File: config.mk
export PLATFORM = sky130hd
export DESIGN_NAME = morse_round_controller
export DESIGN_NICKNAME = d
export VERILOG_FILES = /design/src/rtl/morse_round_controller.sv
export SDC_FILE = /design/constraint.sdc
export NUM_CORES = 1
export LEC_CHECK = 0
export CAP_MARGIN = 20
export CELL_PAD_IN_SITES_DETAIL_PLACEMENT = 1
export CELL_PAD_IN_SITES_GLOBAL_PLACEMENT = 1
export CORE_ASPECT_RATIO = 1.2
export CORE_UTILIZATION = 50
export CTS_CLUSTER_DIAMETER = 30
export DETAILED_ROUTE_END_ITERATION = 7
export GPL_TIMING_DRIVEN = 0
export PLACE_DENSITY_LB_ADDON = 0.05
export SLEW_MARGIN = 5
export SYNTH_ARGS = -nofsm -noshare
export SYNTH_HDL_FRONTEND = slang
export SYNTH_SLANG_ARGS = --single-unit
File: constraint.sdc
create_clock -name clk -period 6.4 [get_ports clk]
set_clock_uncertainty 0.1 [all_clocks]
set_input_delay 0.64 -clock clk [delete_from_list [all_inputs] [get_ports clk]]
set_output_delay 0.64 -clock clk [all_outputs]
set_load 0.05 [all_outputs]
File: src/rtl/morse_round_controller.sv
// morse_round_controller: sequences one round of the Morse typing game.
// A target word is loaded (streamed from the pattern source in solo mode, typed by player 1
// in multiplayer mode), a guess is typed on the PS/2 keyboard, and the two symbol buffers are
// compared symbol by symbol.
// Ports:
//   clk, reset            clock, synchronous active-high reset
//   mode, start           round mode (1 = solo) and start pulse, accepted only in IDLE
//   key_code, key_valid   PS/2 scancode byte and its strobe
//   tgt_sym/valid/ready   solo-mode target symbol handshake
//   busy, player          round in progress; 0 = target entry, 1 = guess entry
//   sym_count             fill level of the buffer currently being written
//   result_valid          one-cycle pulse on entry to RESULT
//   correct, wrong        round outcome, held until the next accepted start
//   overflow              sticky: a letter or target symbol was dropped
// Symbols: dot = 00, dash = 01, sp = 10, done = 11.
module morse_round_controller #(
    parameter int unsigned MAX_SYMS      = 32,
    parameter int unsigned RESULT_CYCLES = 16
) (
    input  logic       clk,
    input  logic       reset,
    input  logic       mode,
    input  logic       start,
    input  logic [7:0] key_code,
    input  logic       key_valid,
    input  logic [1:0] tgt_sym,
    input  logic       tgt_valid,
    output logic       tgt_ready,
    output logic       busy,
    output logic       player,
    output logic [5:0] sym_count,
    output logic       result_valid,
    output logic       correct,
    output logic       wrong,
    output logic       overflow
);

    localparam int unsigned IdxW    = (MAX_SYMS > 1) ? $clog2(MAX_SYMS) : 1;
    localparam int unsigned ResW    = (RESULT_CYCLES > 1) ? $clog2(RESULT_CYCLES) : 1;
    localparam logic [5:0]  LastIdx = 6'(MAX_SYMS - 1);
    localparam logic [1:0]  SymSp   = 2'b10;
    localparam logic [1:0]  SymDone = 2'b11;

    typedef enum logic [2:0] {StIdle, StLoadTgt, StType, StCompare, StResult} state_e;

    state_e          state_q, state_d;
    logic            mode_q, mode_d, player_q, player_d;
    logic [5:0]      tgt_cnt_q, tgt_cnt_d, gss_cnt_q, gss_cnt_d;
    logic            skip_q, skip_d, closed_q, closed_d;
    logic [2:0]      exp_left_q, exp_left_d;
    logic [3:0]      exp_pat_q, exp_pat_d;
    logic            exp_enter_q, exp_enter_d;
    logic [IdxW-1:0] cmp_idx_q, cmp_idx_d;
    logic [ResW-1:0] res_cnt_q, res_cnt_d;
    logic            correct_q, correct_d, wrong_q, wrong_d;
    logic            overflow_q, overflow_d, result_valid_q, result_valid_d;
    logic [1:0]      tgt_buf_q [MAX_SYMS];
    logic [1:0]      tgt_buf_d [MAX_SYMS];
    logic [1:0]      gss_buf_q [MAX_SYMS];
    logic [1:0]      gss_buf_d [MAX_SYMS];

    logic       exp_busy, kb_en, wr_en, fits, cmp_ne, cmp_both_done;
    logic [1:0] wr_sym, cmp_t, cmp_g;
    logic [5:0] cur_cnt;
    logic [7:0] lut;

    // {hit, Morse length, pattern left-aligned with 1 = dash}
    function automatic logic [7:0] letter_lut(input logic [7:0] code);
        logic [7:0] r;
        case (code)
            8'h1C: r = {1'b1, 3'd2, 4'b0100}; // A
            8'h32: r = {1'b1, 3'd4, 4'b1000}; // B
            8'h21: r = {1'b1, 3'd4, 4'b1010}; // C
            8'h23: r = {1'b1, 3'd3, 4'b1000}; // D
            8'h24: r = {1'b1, 3'd1, 4'b0000}; // E
            8'h2B: r = {1'b1, 3'd4, 4'b0010}; // F
            8'h34: r = {1'b1, 3'd3, 4'b1100}; // G
            8'h33: r = {1'b1, 3'd4, 4'b0000}; // H
            8'h43: r = {1'b1, 3'd2, 4'b0000}; // I
            8'h3B: r = {1'b1, 3'd4, 4'b0111}; // J
            8'h42: r = {1'b1, 3'd3, 4'b1010}; // K
            8'h4B: r = {1'b1, 3'd4, 4'b0100}; // L
            8'h3A: r = {1'b1, 3'd2, 4'b1100}; // M
            8'h31: r = {1'b1, 3'd2, 4'b1000}; // N
            8'h44: r = {1'b1, 3'd3, 4'b1110}; // O
            8'h4D: r = {1'b1, 3'd4, 4'b0110}; // P
            8'h15: r = {1'b1, 3'd4, 4'b1101}; // Q
            8'h2D: r = {1'b1, 3'd3, 4'b0100}; // R
            8'h1B: r = {1'b1, 3'd3, 4'b0000}; // S
            8'h2C: r = {1'b1, 3'd1, 4'b1000}; // T
            8'h3C: r = {1'b1, 3'd3, 4'b0010}; // U
            8'h2A: r = {1'b1, 3'd4, 4'b0001}; // V
            8'h1D: r = {1'b1, 3'd3, 4'b0110}; // W
            8'h22: r = {1'b1, 3'd4, 4'b1001}; // X
            8'h35: r = {1'b1, 3'd4, 4'b1011}; // Y
            8'h1A: r = {1'b1, 3'd4, 4'b1100}; // Z
            default: r = 8'h00;
        endcase
        return r;
    endfunction

    assign lut           = letter_lut(key_code);
    assign exp_busy      = (exp_left_q != 3'd0) || exp_enter_q;
    assign kb_en         = !closed_q && ((state_q == StType) || (state_q == StLoadTgt && !mode_q));
    assign cur_cnt       = player_q ? gss_cnt_q : tgt_cnt_q;
    // Letter plus trailing sp must leave the last slot free for done.
    assign fits          = (7'(cur_cnt) + 7'(lut[6:4]) + 7'd1) <= 7'(MAX_SYMS - 1);
    assign cmp_t         = tgt_buf_q[cmp_idx_q];
    assign cmp_g         = gss_buf_q[cmp_idx_q];
    assign cmp_ne        = cmp_t != cmp_g;
    assign cmp_both_done = (cmp_t == SymDone) && (cmp_g == SymDone);

    // State register
    always_ff @(posedge clk) begin
        if (reset) state_q <= StIdle;
        else       state_q <= state_d;
    end

    // Next-state logic; closed_q holds one cycle so the finished buffer's count is visible.
    always_comb begin
        state_d = state_q;
        case (state_q)
            StIdle:    if (start) state_d = StLoadTgt;
            StLoadTgt: if (closed_q) state_d = StType;
            StType:    if (closed_q) state_d = StCompare;
            StCompare: if (cmp_ne || cmp_both_done) state_d = StResult;
            StResult:  if (res_cnt_q == ResW'(RESULT_CYCLES - 1)) state_d = StIdle;
            default:   state_d = StIdle;
        endcase
    end

    // Outputs
    always_comb begin
        busy         = state_q != StIdle;
        tgt_ready    = (state_q == StLoadTgt) && mode_q && !closed_q && (tgt_cnt_q != LastIdx);
        player       = player_q;
        sym_count    = cur_cnt;
        result_valid = result_valid_q;
        correct      = correct_q;
        wrong        = wrong_q;
        overflow     = overflow_q;
    end

    // Datapath next-state
    always_comb begin
        mode_d         = mode_q;
        player_d       = player_q;
        tgt_cnt_d      = tgt_cnt_q;
        gss_cnt_d      = gss_cnt_q;
        skip_d         = skip_q;
        closed_d       = closed_q;
        exp_left_d     = exp_left_q;
        exp_pat_d      = exp_pat_q;
        exp_enter_d    = exp_enter_q;
        cmp_idx_d      = cmp_idx_q;
        res_cnt_d      = res_cnt_q;
        correct_d      = correct_q;
        wrong_d        = wrong_q;
        overflow_d     = overflow_q;
        result_valid_d = 1'b0;
        tgt_buf_d      = tgt_buf_q;
        gss_buf_d      = gss_buf_q;
        wr_en          = 1'b0;
        wr_sym         = SymSp;
        case (state_q)
            StIdle: begin
                if (start) begin
                    mode_d      = mode;
                    player_d    = 1'b0;
                    tgt_cnt_d   = '0;
                    gss_cnt_d   = '0;
                    skip_d      = 1'b0;
                    closed_d    = 1'b0;
                    exp_left_d  = '0;
                    exp_enter_d = 1'b0;
                    correct_d   = 1'b0;
                    wrong_d     = 1'b0;
                    overflow_d  = 1'b0;
                end
            end
            StLoadTgt, StType: begin
                if (exp_enter_q) begin
                    wr_en       = 1'b1;
                    wr_sym      = SymDone;
                    exp_enter_d = 1'b0;
                end else if (exp_left_q != 3'd0) begin
                    wr_en      = 1'b1;
                    wr_sym     = (exp_left_q == 3'd1) ? SymSp : {1'b0, exp_pat_q[3]};
                    exp_left_d = exp_left_q - 3'd1;
                    exp_pat_d  = {exp_pat_q[2:0], 1'b0};
                end else if (state_q == StLoadTgt && mode_q && !closed_q) begin
                    if (tgt_cnt_q == LastIdx) begin
                        // Source never sent done: terminate the word ourselves.
                        wr_en      = 1'b1;
                        wr_sym     = SymDone;
                        overflow_d = 1'b1;
                    end else if (tgt_valid && tgt_ready) begin
                        wr_en  = 1'b1;
                        wr_sym = tgt_sym;
                    end
                end
                if (wr_en) begin
                    if (player_q) begin
                        gss_buf_d[gss_cnt_q[IdxW-1:0]] = wr_sym;
                        gss_cnt_d = gss_cnt_q + 6'd1;
                    end else begin
                        tgt_buf_d[tgt_cnt_q[IdxW-1:0]] = wr_sym;
                        tgt_cnt_d = tgt_cnt_q + 6'd1;
                    end
                    if (wr_sym == SymDone) closed_d = 1'b1;
                end
                if (kb_en && key_valid) begin
                    if (skip_q) begin
                        skip_d = 1'b0;
                    end else if (key_code == 8'hF0) begin
                        skip_d = 1'b1;
                    end else if (!exp_busy) begin
                        if (key_code == 8'h5A) begin
                            exp_enter_d = 1'b1;
                        end else if (lut[7]) begin
                            if (fits) begin
                                exp_left_d = lut[6:4] + 3'd1;
                                exp_pat_d  = lut[3:0];
                            end else begin
                                overflow_d = 1'b1;
                            end
                        end
                    end
                end
                if (closed_q) begin
                    closed_d = 1'b0;
                    if (state_q == StLoadTgt) player_d  = 1'b1;
                    else                      cmp_idx_d = '0;
                end
            end
            StCompare: begin
                if (cmp_ne) begin
                    wrong_d        = 1'b1;
                    result_valid_d = 1'b1;
                    res_cnt_d      = '0;
                end else if (cmp_both_done) begin
                    correct_d      = 1'b1;
                    result_valid_d = 1'b1;
                    res_cnt_d      = '0;
                end else begin
                    cmp_idx_d = cmp_idx_q + IdxW'(1);
                end
            end
            StResult: res_cnt_d = res_cnt_q + ResW'(1);
            default: ;
        endcase
    end

    always_ff @(posedge clk) begin
        if (reset) begin
            mode_q         <= 1'b0;
            player_q       <= 1'b0;
            tgt_cnt_q      <= '0;
            gss_cnt_q      <= '0;
            skip_q         <= 1'b0;
            closed_q       <= 1'b0;
            exp_left_q     <= '0;
            exp_pat_q      <= '0;
            exp_enter_q    <= 1'b0;
            cmp_idx_q      <= '0;
            res_cnt_q      <= '0;
            correct_q      <= 1'b0;
            wrong_q        <= 1'b0;
            overflow_q     <= 1'b0;
            result_valid_q <= 1'b0;
        end else begin
            mode_q         <= mode_d;
            player_q       <= player_d;
            tgt_cnt_q      <= tgt_cnt_d;
            gss_cnt_q      <= gss_cnt_d;
            skip_q         <= skip_d;
            closed_q       <= closed_d;
            exp_left_q     <= exp_left_d;
            exp_pat_q      <= exp_pat_d;
            exp_enter_q    <= exp_enter_d;
            cmp_idx_q      <= cmp_idx_d;
            res_cnt_q      <= res_cnt_d;
            correct_q      <= correct_d;
            wrong_q        <= wrong_d;
            overflow_q     <= overflow_d;
            result_valid_q <= result_valid_d;
        end
    end

    // Buffer contents beyond the counts are don't-care, so no reset is needed.
    always_ff @(posedge clk) begin
        tgt_buf_q <= tgt_buf_d;
        gss_buf_q <= gss_buf_d;
    end

endmodule
# ---- After elaboration in Yosys (flattened, before gate mapping)
# Memory sizes are Yosys's and may differ from the RTL's.
# Cells that the tools add are included.
dict set report op_classes {
  add_sub_neg 8
  order_cmp 6
  eq_ne 31
  muxes 105
  n_bitwise 5
  reduce_logical 37
}
# cell count
set op_table {}
lappend op_table {{bitwise mux 64 bit} 2}
lappend op_table {{two-way mux 3 bit} 15}
lappend op_table {{two-way mux 4 bit} 11}
lappend op_table {{two-way mux 1 bit} 36}
lappend op_table {{two-way mux 6 bit} 6}
lappend op_table {{inequality test 2 bit, second input constant} 15}
lappend op_table {{two-way mux 2 bit} 13}
lappend op_table {{one-hot mux 6 bit (2 select lines)} 2}
lappend op_table {{binary-select mux 2 bit (select 5 bit)} 2}
lappend op_table {{demux 2 bit (select 5 bit)} 2}
lappend op_table {{two-way mux 5 bit} 4}
lappend op_table {{>= comparator 6 bit, second input constant} 3}
lappend op_table {{inverter 5 -> 6 bit} 3}
lappend op_table {{AND reduction 4 bit} 4}
lappend op_table {{one-hot mux 3 bit (5 select lines)} 1}
lappend op_table {{one-hot mux 1 bit (2 select lines)} 7}
lappend op_table {{adder 6 x 1 -> 6 bit, second input constant} 2}
lappend op_table {{less-than comparator 6 x 1 -> 1 bit, second input constant} 2}
lappend op_table {{AND reduction 3 bit} 4}
lappend op_table {{logical AND 1 bit} 10}
lappend op_table {{one-hot mux 5 bit (2 select lines)} 1}
lappend op_table {{AND reduction 5 bit} 2}
lappend op_table {{== test 8 x 7 -> 1 bit, second input constant} 1}
lappend op_table {{== test 8 bit, second input constant} 1}
lappend op_table {{28 further kinds} 43}
dict set report totals {
  reg_bits 168
  romBits 1024
  input_bits 16
  out_inout_bits 13
  elab_cells 273
  n_memories 1
}
# name words word_bits rd rd_clocked_by_memory_dff wr line_no
set memory_table {}
lappend memory_table {{(name not given)} 128 8 1 0 0 70} ;# case (code)

# ---- Logic depth before layout (Yosys ltp)
# Gate-level depths: netlist (run 1).
dict set report logic_depth {
  word_depth 16
  ltp_mapped 17
  ltp_nobuf 16
}

# ---- Worst setup path before layout (run 1)
# No wires, ideal clock.
dict set report synth_path {
  kind {register to register}
  startpoint {register tgt_cnt_q[0]}
  endpoint {register gss_buf_q[11] (netlist bit) (data pin)}
  setup_time_ns 0.730
  arrival_ns 3.707
  required_time_ns 5.570
  path_slack_ns 1.863
  stages_incl_launch_ff 6
  n_path_buf 0
  period_less_slack_ns 4.537
  path_cell_list {dfxtp_1 ha_1 nand4_1 nor2_1 nor4_1 o31ai_1}
}
dict set report synth_via {
  elab_chain_cells 10
  word_cells_on_any_way 11
  cone_classes {2 x eq/ne; 7 x mux; 2 x reduce/logical}
}
# item line_no
set synth_rtl {}
lappend synth_rtl {{from (decl)} 48} ;# logic [5:0] tgt_cnt_q, tgt_cnt_d, gss_cnt_q, gss_cnt_d;
lappend synth_rtl {{from (signal assigned)} 274} ;# tgt_cnt_q <= tgt_cnt_d;
lappend synth_rtl {{inequality test 6 x 5 -> 1 bit} 135} ;# tgt_ready = (state_q == StLoadTgt) && mode_q && !closed_q && (tgt_cnt_q != LastIdx);
lappend synth_rtl {{logical AND 1 bit} 135}
lappend synth_rtl {{logical AND 1 bit} 197} ;# end else if (tgt_valid && tgt_ready) begin
lappend synth_rtl {{two-way mux 2 bit} 197}
lappend synth_rtl {{two-way mux 2 bit *} 192} ;# if (tgt_cnt_q == LastIdx) begin
lappend synth_rtl {{two-way mux 2 bit *} 191} ;# end else if (state_q == StLoadTgt && mode_q && !closed_q) begin
lappend synth_rtl {{two-way mux 2 bit *} 186} ;# end else if (exp_left_q != 3'd0) begin
lappend synth_rtl {{two-way mux 2 bit *} 182} ;# if (exp_enter_q) begin
lappend synth_rtl {{two-way mux 2 bit *} 165} ;# case (state_q)
lappend synth_rtl {{bitwise mux 64 bit *} 204} ;# gss_buf_d[gss_cnt_q[IdxW-1:0]] = wr_sym;
lappend synth_rtl {{to (signal assigned)} 293} ;# gss_buf_q <= gss_buf_d;
lappend synth_rtl {{to (decl)} 59} ;# logic [1:0] gss_buf_q [MAX_SYMS];
# Mark *: on every way between the ends. The rest lies on a longest branch, timed or not. The select of a mux whose other input is x is not followed.
# A chain may end at the register's enable or synchronous reset.

# ---- Worst setup path after layout (run 1)
dict set report layout_path {
  startpoint {input key_code[3]}
  endpoint {register exp_pat_q[0]}
}
dict set report layout_via {
  elab_chain_cells 12
  word_cells_on_any_way 14
  cone_classes {2 x add/sub; 1 x order compare; 2 x eq/ne; 8 x mux; 1 x memory}
}
# item line_no
set layout_rtl {}
lappend layout_rtl {{from (decl)} 24} ;# input logic [7:0] key_code,
lappend layout_rtl {{memory read (128 x 8 bit)} --}
lappend layout_rtl {{two-way mux 8 bit} 70}
lappend layout_rtl {{adder 6 x 3 -> 7 bit} 107} ;# assign fits = (7'(cur_cnt) + 7'(lut[6:4]) + 7'd1) <= 7'(MAX_SYMS - 1);
lappend layout_rtl {{adder 7 x 1 -> 7 bit} 107}
lappend layout_rtl {{<= comparator 7 x 5 -> 1 bit} 107}
lappend layout_rtl {{two-way mux 4 bit} 221} ;# if (fits) begin
lappend layout_rtl {{two-way mux 4 bit} 220} ;# end else if (lut[7]) begin
lappend layout_rtl {{two-way mux 4 bit} 218} ;# if (key_code == 8'h5A) begin
lappend layout_rtl {{two-way mux 4 bit} 217} ;# end else if (!exp_busy) begin
lappend layout_rtl {{two-way mux 4 bit *} 215} ;# end else if (key_code == 8'hF0) begin
lappend layout_rtl {{two-way mux 4 bit *} 213} ;# if (skip_q) begin
lappend layout_rtl {{two-way mux 4 bit *} 212} ;# if (kb_en && key_valid) begin
lappend layout_rtl {{to (signal assigned)} 279} ;# exp_pat_q <= exp_pat_d;
lappend layout_rtl {{to (decl)} 51} ;# logic [3:0] exp_pat_q, exp_pat_d;
# Mark *: on every way between the ends. The rest lies on a longest branch, timed or not.

==> results of run 1 <==
power breakdown:
| part | leakage, nW | internal, mW | switching [mW] | total (mW) |
|---|---|---|---|---|
| clock | 0.319 | 0.703 | 0.457 | 1.16 |
| combinational | 1.40 | 0.119 | 0.259 | 0.377 |
| sequential | 1.48 | 1.19 | 0.0133 | 1.21 |
| total | 3.20 | 2.02 | 0.729 | 2.75 |
routing by layer:
layer / part of all wire / wire length (um)
met5: 0 / 0
met1: 0.41 / 9980
met4: 0.022 / 532
met3: 0.040 / 976
met2: 0.53 / 12700
placed cells by master (no fill, tap or decap), drive strengths merged, types with 6 or more instances in the layout:
| master | instances |
|---|---|
| clkbuf | 46 |
| a21oi | 39 |
| buf | 18 |
| nor2 | 122 |
| ha | 24 |
| mux4 | 15 |
| nand2b | 11 |
| mux2i | 39 |
| o22ai | 6 |
| nor3 | 8 |
| dfxtp | 40 |
| edfxtp | 128 |
| a211oi | 15 |
| a2bb2oi | 7 |
| or3 | 7 |
| nor2b | 7 |
| and2 | 9 |
| xor2 | 6 |
| o21ai | 23 |
| a31oi | 8 |
| nand2 | 45 |
| clkdlybuf4s50 | 26 |
| inv | 38 |
| nand4 | 6 |
| o221ai | 6 |
| nand3b | 9 |
| o31ai | 8 |
| nand3 | 12 |
how the worst min path moves through the flow:
stage | to | slack, ns | cells after the start
2_1_floorplan | res_cnt_q[3]$_SDFFE_PP0P_ | 0.35 | 1
3_3_place_gp | res_cnt_q[3]$_SDFFE_PP0P_ | 0.36 | 1
3_5_place_dp | res_cnt_q[3]$_SDFFE_PP0P_ | 0.40 | 1
4_1_cts | res_cnt_q[3]$_SDFFE_PP0P_ | 0.42 | 1
5_1_grt | res_cnt_q[3]$_SDFFE_PP0P_ | 0.43 | 1
6_report | exp_pat_q[1]$_SDFFE_PP0N_ | 0.42 | 2
state kept, by name, indices dropped and copies added (netlist names):
register      flops
mode_q            1
state_q           3
gss_buf_q        64
player            1
gss_cnt_q         6
exp_left_q        3
skip_q            1
exp_enter_q       1
res_cnt_q         4
exp_pat_q         4
tgt_buf_q        64
result_valid      1
closed_q          1
cmp_idx_q         5
correct           1
wrong             1
tgt_cnt_q         6
overflow          1
cells by family (layout without fill, tap and decap cells):
logic type               count (synthesis)  after routing  share of synthesized area
adder cells (fa/ha/maj)                 25             25                     0.0378
buffers and inverters                   71            135                     0.0378
multiplexers                            59             59                     0.0926
AO/OA/AOI/OAI                          157            157                      0.128
flip-flops                             168            168                      0.548
XOR/XNOR                                 9              9                    0.00930
AND/OR/NAND/NOR                        261            261                      0.147
layout make-up:
type / instances / area share
flip-flops and latches: 168 / 0.475
multi-input cells: 511 / 0.361
clock buffers: 17 / 0.0435
repair buffers: 33 / 0.0367
well taps: 212 / 0.0271
clock inverters: 14 / 0.0238
plain buffers: 40 / 0.0209
inverters: 31 / 0.0119
worst max-delay path, stage by stage:
cell             delay [ns]
clkdlybuf4s50_1        0.50
clkbuf_1               0.37
clkbuf_1               0.40
clkbuf_1               0.42
nor2_1                 0.09
a31oi_1                0.16
o21ai_0                0.11
a211oi_1               0.31
nor2_1                 0.15
ha_1                   0.30
nor2b_1                0.13
o21ai_0                0.24
mux2i_1                0.12
o21ai_0                0.24
nand3_1                0.34
a21oi_1                0.42
o32a_1                 0.22
nor2_1                 0.04
==> results.sh, run 1 <==
export IMPL_irDropWorstVdd_uv=176
export IMPL_hp_class="register to register"
export IMPL_root_buffer="clkbuf_16"
export IMPL_fin_nets=843
export IMPL_cts_sinks=168
export IMPL_cts_buffers=17
export IMPL_worst_path_max_fanout=10
export IMPL_rows=51
export IMPL_placed_cells=995
export IMPL_max_freq_mhz=200
export IMPL_n_antenna_cell=0
export IMPL_yosysMostFrequentCell="edfxtp_1"
export IMPL_cp_arrival_ns=5.20
export IMPL_htreeDepth=4
export IMPL_grtUsageMet3=0.0461
export IMPL_grt_busiest_layer="met2"
export IMPL_slew_headroom=0.357
export IMPL_grt_pass1_wl_mm=37.7
export IMPL_ff2ff_setup_slack_ns=2.63
export IMPL_post_cts_buffers=0
export IMPL_multi_input_area_um2=3530
export IMPL_netlist_instances=750
export IMPL_post_cts_resized=0
export IMPL_die_area_um2=17500
export IMPL_rsz0062_at_grt="no"
export IMPL_cts_buffer_depth=2
export IMPL_synth_warnings=0
export IMPL_r2r_start="cmp_idx_q[1]$_SDFFE_PP0P_"
export IMPL_synth_cell_types=69
export IMPL_postCtsHoldBufs=0
export IMPL_grt_pass1_vias=6758
export IMPL_gp_congestion=0.904
export IMPL_setup_violations_final=0
export IMPL_synth_top_area_frac=0.454
export IMPL_reg2regPathDepth=12
export IMPL_dpl_cell_area_um2=9110
export IMPL_die_w_um=121
export IMPL_drt_pass1_iter_count=4
export IMPL_ioPinCount=29
export IMPL_use_met1=0.349
export IMPL_stdcell_area_um2=9770
export IMPL_io_buffer_count=26
export IMPL_whs_ns=0.421
export IMPL_crit_required_ns=6.60
export IMPL_setup_tns_ns=0
export IMPL_cts_tree="done"
export IMPL_post_route_period_util=0.780
export IMPL_drt_iter0_markers=430
export IMPL_hpwl_mm=17.3
export IMPL_setup_ws_ns=1.41
export IMPL_syn_nets=791
export IMPL_worstSetupEndpoint="exp_pat_q[0]$_SDFFE_PP0N_"
export IMPL_grt_use_met2=0.528
export IMPL_vias_per_cell=6.18
export IMPL_yosys_top_cells_area="edfxtp_1, dfxtp_1, nor2_1"
export IMPL_async_flop_share=0
export IMPL_r2r_end="cmp_idx_q[3]$_SDFFE_PP0P_"
export IMPL_synth_area_um2=8470
export IMPL_maxCapViolCount=0
export IMPL_synth_ff_type="edfxtp_1"
export IMPL_end_kind="register"
export IMPL_tightest_slew_ns=0.956
export IMPL_synth_edff_count=128
export IMPL_start_util=0.517
export IMPL_vias=6343
export IMPL_ys_ff_latch=168
export IMPL_synth_seq_area_share=0.548
export IMPL_finalNonFillerCells=1026
export IMPL_ys_top_cells_by_count="edfxtp_1, nor2_1, nand2_1, dfxtp_1"
export IMPL_crit_type="input pin to register"
export IMPL_wl_mm=24.2
export IMPL_antenna_found_initial=0
export IMPL_final_layout_size_suffix_gt1_frac=0.102
export IMPL_grt_max_degree=26
export IMPL_clock_latency_ns=0.44
export IMPL_seq_area_um2=4640
export IMPL_cts_clk_slew_worst_paths_ns=0.06
export IMPL_grtUsageTotal=0.292
export IMPL_avgSynthCellArea_um2=11.3
export IMPL_hp_start="exp_pat_q[1]$_SDFFE_PP0N_"
export IMPL_drtAntennaViolNets=0
export IMPL_worstSetupStartpointType="input pin"
export IMPL_slew_viol_final=0
export IMPL_synth_top_area_cell="edfxtp_1"
export IMPL_post_drt_wl_per_cell_um=23.6
export IMPL_fin_util=0.596
export IMPL_hold_viol=0
export IMPL_p_leak_nw=3.20
export IMPL_status="complete, no violations"
export IMPL_preCtsSetupSlack_ns=1.00
export IMPL_p_total_mw=2.75
export IMPL_die_y_um=145
export IMPL_gr_total_overflow=0
export IMPL_fin_crit_ns=4.99
export IMPL_syn2layout_area_growth_pct=15.4
export IMPL_power_density_nw_per_um2=281
export IMPL_nFillCells=1726
export IMPL_post_route_drc_count=0
export IMPL_coreArea_um2=16400
export IMPL_cp_startpoint="key_code[3]"
Power figures use the tool's default switching activity.
==> run 2: changes to the inputs <==
clock period = 4.7 ns   (was 6.4 ns; I/O delays follow)
==> run 2 against run 1 <==
Effect of this change: sequential power up 36%; first-iteration DRC count down 7.7%; clock power up 36%; worst setup slack worse by 0.95 ns; critical path depth down 1; die area unchanged; final cell count about the same; register-to-register slack worse by 1.7 ns; power up 36%; highest routed layer unchanged.
==> results.sh, run 2 (synthesis gave the netlist of run 1 again) <==
export IMPL_status="complete, no violations"
export IMPL_worst_path_max_fanout=12
export IMPL_hpwl_mm=17.3
export IMPL_rsz0062_at_grt="no"
export IMPL_p_leak_nw=3.21
export IMPL_hp_class="register to register"
export IMPL_n_antenna_cell=0
export IMPL_grt_max_degree=26
export IMPL_vias_per_cell=6.18
export IMPL_antenna_found_initial=0
export IMPL_die_w_um=121
export IMPL_slew_viol_final=0
export IMPL_cts_sinks=168
export IMPL_maxCapViolCount=0
export IMPL_drt_pass1_iter_count=7
export IMPL_grt_pass1_vias=6759
export IMPL_max_freq_mhz=236
export IMPL_die_y_um=145
export IMPL_seq_area_um2=4640
export IMPL_largestRegisters="gss_buf_q x64, tgt_buf_q x64"
export IMPL_final_cell_mix="edfxtp_1, nor2_1, nand2_1"
export IMPL_die_area_um2=17500
export IMPL_gp_congestion=0.904
export IMPL_finalNonFillerCells=1025
export IMPL_end_kind="register"
export IMPL_cp_arrival_ns=4.44
export IMPL_post_cts_buffers=0
export IMPL_power_density_nw_per_um2=382
export IMPL_cts_tree="done"
export IMPL_p_total_mw=3.74
export IMPL_gr_total_overflow=0
export IMPL_tightest_slew_ns=0.958
export IMPL_drtAntennaViolNets=0
export IMPL_root_buffer="clkbuf_16"
export IMPL_final_layout_size_suffix_gt1_frac=0.107
export IMPL_vias=6331
export IMPL_setup_ws_ns=0.460
export IMPL_rows=51
export IMPL_postCtsHoldBufs=0
export IMPL_worstSetupStartpointType="input pin"
export IMPL_placed_cells=995
export IMPL_cts_buffer_depth=2
export IMPL_setup_tns_ns=0
export IMPL_clock_latency_ns=0.43
export IMPL_io_buffer_count=26
export IMPL_irDropWorstVdd_uv=240
export IMPL_fin_crit_ns=4.24
export IMPL_coreArea_um2=16400
export IMPL_crit_required_ns=4.90
export IMPL_hold_viol=0
export IMPL_post_route_drc_count=0
export IMPL_wl_mm=24.2
export IMPL_slew_headroom=0.356
export IMPL_start_util=0.517
export IMPL_cts_clk_slew_worst_paths_ns=0.06
export IMPL_preCtsSetupSlack_ns=-0.525
export IMPL_crit_type="input pin to register"
export IMPL_post_route_period_util=0.902
export IMPL_ioPinCount=29
export IMPL_drt_iter0_markers=397
export IMPL_syn2layout_area_growth_pct=15.4
export IMPL_cts_buffers=17
export IMPL_grt_pass1_wl_mm=37.7
export IMPL_post_drt_wl_per_cell_um=23.6
export IMPL_nFillCells=1727
export IMPL_final_common_cell="edfxtp_1"
export IMPL_fin_nets=842
export IMPL_htreeDepth=4
export IMPL_post_cts_resized=1
export IMPL_setup_violations_final=0
export IMPL_grtUsageTotal=0.292
export IMPL_multi_input_area_um2=3530
==> run 2: cell count changes in the layout (fill, tap and decap cells not counted), sizes merged <==
cell    change
clkbuf      -1
==> run 2: area by class of cell <==
cell class                      count  area share
Sequential cell                   168       0.475
Multi-Input combinational cell    511       0.361
Clock buffer                       17      0.0435
Timing Repair Buffer               33      0.0367
Tap cell                          212      0.0271
Clock inverter                     14      0.0238
Buffer                             39      0.0207
Inverter                           31      0.0119
==> run 2: power by group <==
part           internal [mW]  leakage (nW)  switching [mW]
registers               1.63          1.48          0.0183
logic                  0.162          1.41           0.353
clock network          0.957         0.319           0.624
total                   2.75          3.21           0.995
==> run 2: routing by layer <==
layer  share of wire  GRT usage
met4           0.023      0.107
met5               0          0
met1            0.41      0.349
met3           0.040     0.0461
met2            0.53      0.528
==> run 2: worst max-delay path: stages <==
cell and delay, ns:
clkdlybuf4s50_1 0.73, clkbuf_2 0.31, clkbuf_2 0.27, nor2_1 0.07
a31oi_1 0.15, o21ai_0 0.11, a211oi_1 0.31, nor2_1 0.14
ha_1 0.30, nor2b_1 0.13, o21ai_0 0.24, mux2i_1 0.12
o21ai_0 0.28, nand3_2 0.26, mux2_2 0.34, a22oi_1 0.13
nor2_1 0.06
==> run 2: path summary, 6_finish.rpt <==
check	from	endpoint	slack [ns]	depth (start not counted)
max	key_code[3]	exp_left_q[1]$_SDFFE_PP0P_	0.46	17
max reg2reg	cmp_idx_q[1]$_SDFFE_PP0P_	cmp_idx_q[3]$_SDFFE_PP0P_	0.93	12
min	exp_pat_q[1]$_SDFFE_PP0N_	exp_pat_q[1]$_SDFFE_PP0N_	0.42	2
min reg2reg	exp_pat_q[1]$_SDFFE_PP0N_	exp_pat_q[1]$_SDFFE_PP0N_	0.42	2
==> run 2: metrics by stage <==
step                hold slack [ns]   util  area [um2]
finish                        0.423  0.596        9780
detailed placement            0.401  0.556        9110
floorplan                     0.347      -        8470
global placement              0.364  0.549        9000
global route                  0.431  0.596        9780
CTS                           0.418  0.596        9770
==> run 3: changes to the inputs <==
CORE_MARGIN = 8   (was unset)
PLACE_DENSITY_LB_ADDON = 0.1   (was 0.05)
==> run 3 against run 2 <==
Effect of this change: register-to-register slack got worse by 0.14 ns; sequential share of layout area about the same; combinational power about the same; routed wire length decreased by 0.54%; utilization decreased by 1.2 points; first-iteration DRC count increased by 10%; sequential power about the same; final cell count increased by 0.49%; critical path depth unchanged; sequential cell count unchanged; critical path type unchanged; largest cell class unchanged.
==> results.sh, run 3 (synthesis gave the netlist of run 1 again) <==
export IMPL_worstSetupStartpointType="input pin"
export IMPL_die_area_um2=21400
export IMPL_slew_headroom=0.411
export IMPL_largestRegisters="gss_buf_q x64, tgt_buf_q x64"
export IMPL_vias=6351
export IMPL_worstPathCellList="clkdlybuf4s50_1 > inv_1 > ha_1 > nor2b_1 > a311o_1 > o21ai_0 > a211oi_1 > nor2_1 > ha_1 > nor2b_1 > o21ai_0 > mux2i_1 > o21ai_0 > nand3_2 > a21oi_1 > nor2_1 > a211oi_1"
export IMPL_hpwl_mm=17.4
export IMPL_fin_crit_ns=4.38
export IMPL_worst_path_max_fanout=9
export IMPL_power_switching_uw=975
export IMPL_fin_util=0.584
export IMPL_grtUsageTotal=0.237
export IMPL_htreeDepth=4
export IMPL_stdcell_area_um2=9770
export IMPL_start_util=0.507
export IMPL_drt_pass1_iter_count=5
export IMPL_gp_congestion=0.852
export IMPL_die_y_um=159
export IMPL_syn2layout_area_growth_pct=15.3
export IMPL_cts_tree="done"
export IMPL_final_cell_mix="edfxtp_1, nor2_1, nand2_1"
export IMPL_switching_share=0.266
export IMPL_post_cts_buffers=0
export IMPL_combPwrFrac=0.140
export IMPL_max_freq_mhz=228
export IMPL_post_route_drc_count=0
export IMPL_coreArea_um2=16700
export IMPL_ioPinCount=29
export IMPL_p_total_mw=3.67
export IMPL_io_buffer_count=26
export IMPL_nFillCells=1764
export IMPL_gr_total_overflow=0
export IMPL_finalNonFillerCells=1030
export IMPL_power_density_nw_per_um2=375
export IMPL_p_int_mw=2.69
export IMPL_status="complete, no violations"
export IMPL_cts_buffers=17
export IMPL_post_drt_wl_per_cell_um=23.4
export IMPL_placed_cells=999
export IMPL_tightest_slew_ns=0.875
export IMPL_crit_required_ns=4.94
export IMPL_maxCapViolCount=0
export IMPL_postCtsHoldBufs=0
export IMPL_cts_buffer_depth=2
export IMPL_rows=52
export IMPL_r2r_start="cmp_idx_q[2]$_SDFFE_PP0P_"
export IMPL_cts_sinks=168
export IMPL_drt_iter0_markers=437
export IMPL_fin_nets=843
export IMPL_cts_clk_slew_worst_paths_ns=0.07
export IMPL_vias_per_cell=6.17
export IMPL_seqPwrFrac=0.449
export IMPL_setup_tns_ns=0
export IMPL_n_antenna_cell=0
export IMPL_irDropWorstVdd_uv=384
export IMPL_antenna_found_initial=0
export IMPL_end_kind="register"
export IMPL_grt_max_degree=25
export IMPL_final_common_cell="edfxtp_1"
export IMPL_cp_arrival_ns=4.62
export IMPL_dpl_cell_area_um2=9130
export IMPL_hold_viol=0
export IMPL_setup_violations_final=0
export IMPL_die_w_um=135
export IMPL_critPathMaxStageDelay_ns=0.67
export IMPL_root_buffer="clkbuf_16"
export IMPL_rsz0062_at_grt="no"
export IMPL_post_route_period_util=0.932
export IMPL_clock_latency_ns=0.43
export IMPL_clkPwrFrac=0.411
export IMPL_drtAntennaViolNets=0
export IMPL_hp_class="register to register"
export IMPL_slew_viol_final=0
export IMPL_cpMostUsedCell="o21ai_0"
export IMPL_cp_startpoint="key_code[1]"
export IMPL_slowest_stage="clkdlybuf4s50_1"
export IMPL_grt_pass1_wl_mm=38.5
export IMPL_hp_start="res_cnt_q[3]$_SDFFE_PP0P_"
export IMPL_crit_type="input pin to register"
export IMPL_grt_pass1_vias=7007
export IMPL_wl_mm=24.1
export IMPL_p_leak_nw=3.20
export IMPL_final_layout_size_suffix_gt1_frac=0.107
==> run 3: layout make-up <==
| type | instances | area [um2] | share of cell area |
|---|---|---|---|
| sequential | 168 | 4640 | 0.475 |
| multi-input combinational | 511 | 3530 | 0.361 |
| clock inverter | 14 | 208 | 0.0213 |
| buffer | 40 | 208 | 0.0213 |
| timing repair buffer | 33 | 368 | 0.0376 |
| inverter | 31 | 116 | 0.0119 |
| tap | 216 | 270 | 0.0277 |
| clock buffer | 17 | 425 | 0.0435 |
==> run 3: repair_timing <==
action	4_1_cts	5_1_grt
pin swaps	0	0
resized for setup	1	5
endpoints found under the hold margin	0	0
setup endpoints to repair	4	7
==> run 3: power groups by stage <==
stage	logic (mW)	clock network, mW	registers [mW]
global placement	0.467	0	1.69
floorplan	0.311	0	1.69
CTS	0.512	1.52	1.65
finish	0.514	1.51	1.65
detailed placement	0.503	0	1.68
global route	0.560	1.57	1.65
==> run 3: per-stage QoR <==
step | hold slack, ns | setup WS, ns
CTS | 0.395 | 0.0807
floorplan | 0.347 | 0.163
global route | 0.421 | 0.0837
finish | 0.397 | 0.318
global placement | 0.373 | -2.68
detailed placement | 0.381 | -0.467
==> run 3: worst paths after layout <==
path,endpoint,slack [ns],depth (start not counted)
max,exp_pat_q[1]$_SDFFE_PP0N_,0.32,17
min,res_cnt_q[3]$_SDFFE_PP0P_,0.40,1
max reg2reg,cmp_idx_q[2]$_SDFFE_PP0P_,0.79,12
min reg2reg,res_cnt_q[3]$_SDFFE_PP0P_,0.40,1
==> run 3: routing by layer <==
layer | GRT usage | part of all wire
met4 | 0.108 | 0.036
met2 | 0.431 | 0.53
met3 | 0.0445 | 0.041
met1 | 0.263 | 0.40
met5 | 0 | 0
==> run 3: worst max-delay path, delay by kind of cell <==
kind	cells	cell delay, ns
AOI/OAI and AO/OA	7	1.69
adders and majority gates	2	0.63
buffers and inverters	2	0.87
muxes	1	0.10
and+or+nand+nor	5	0.86
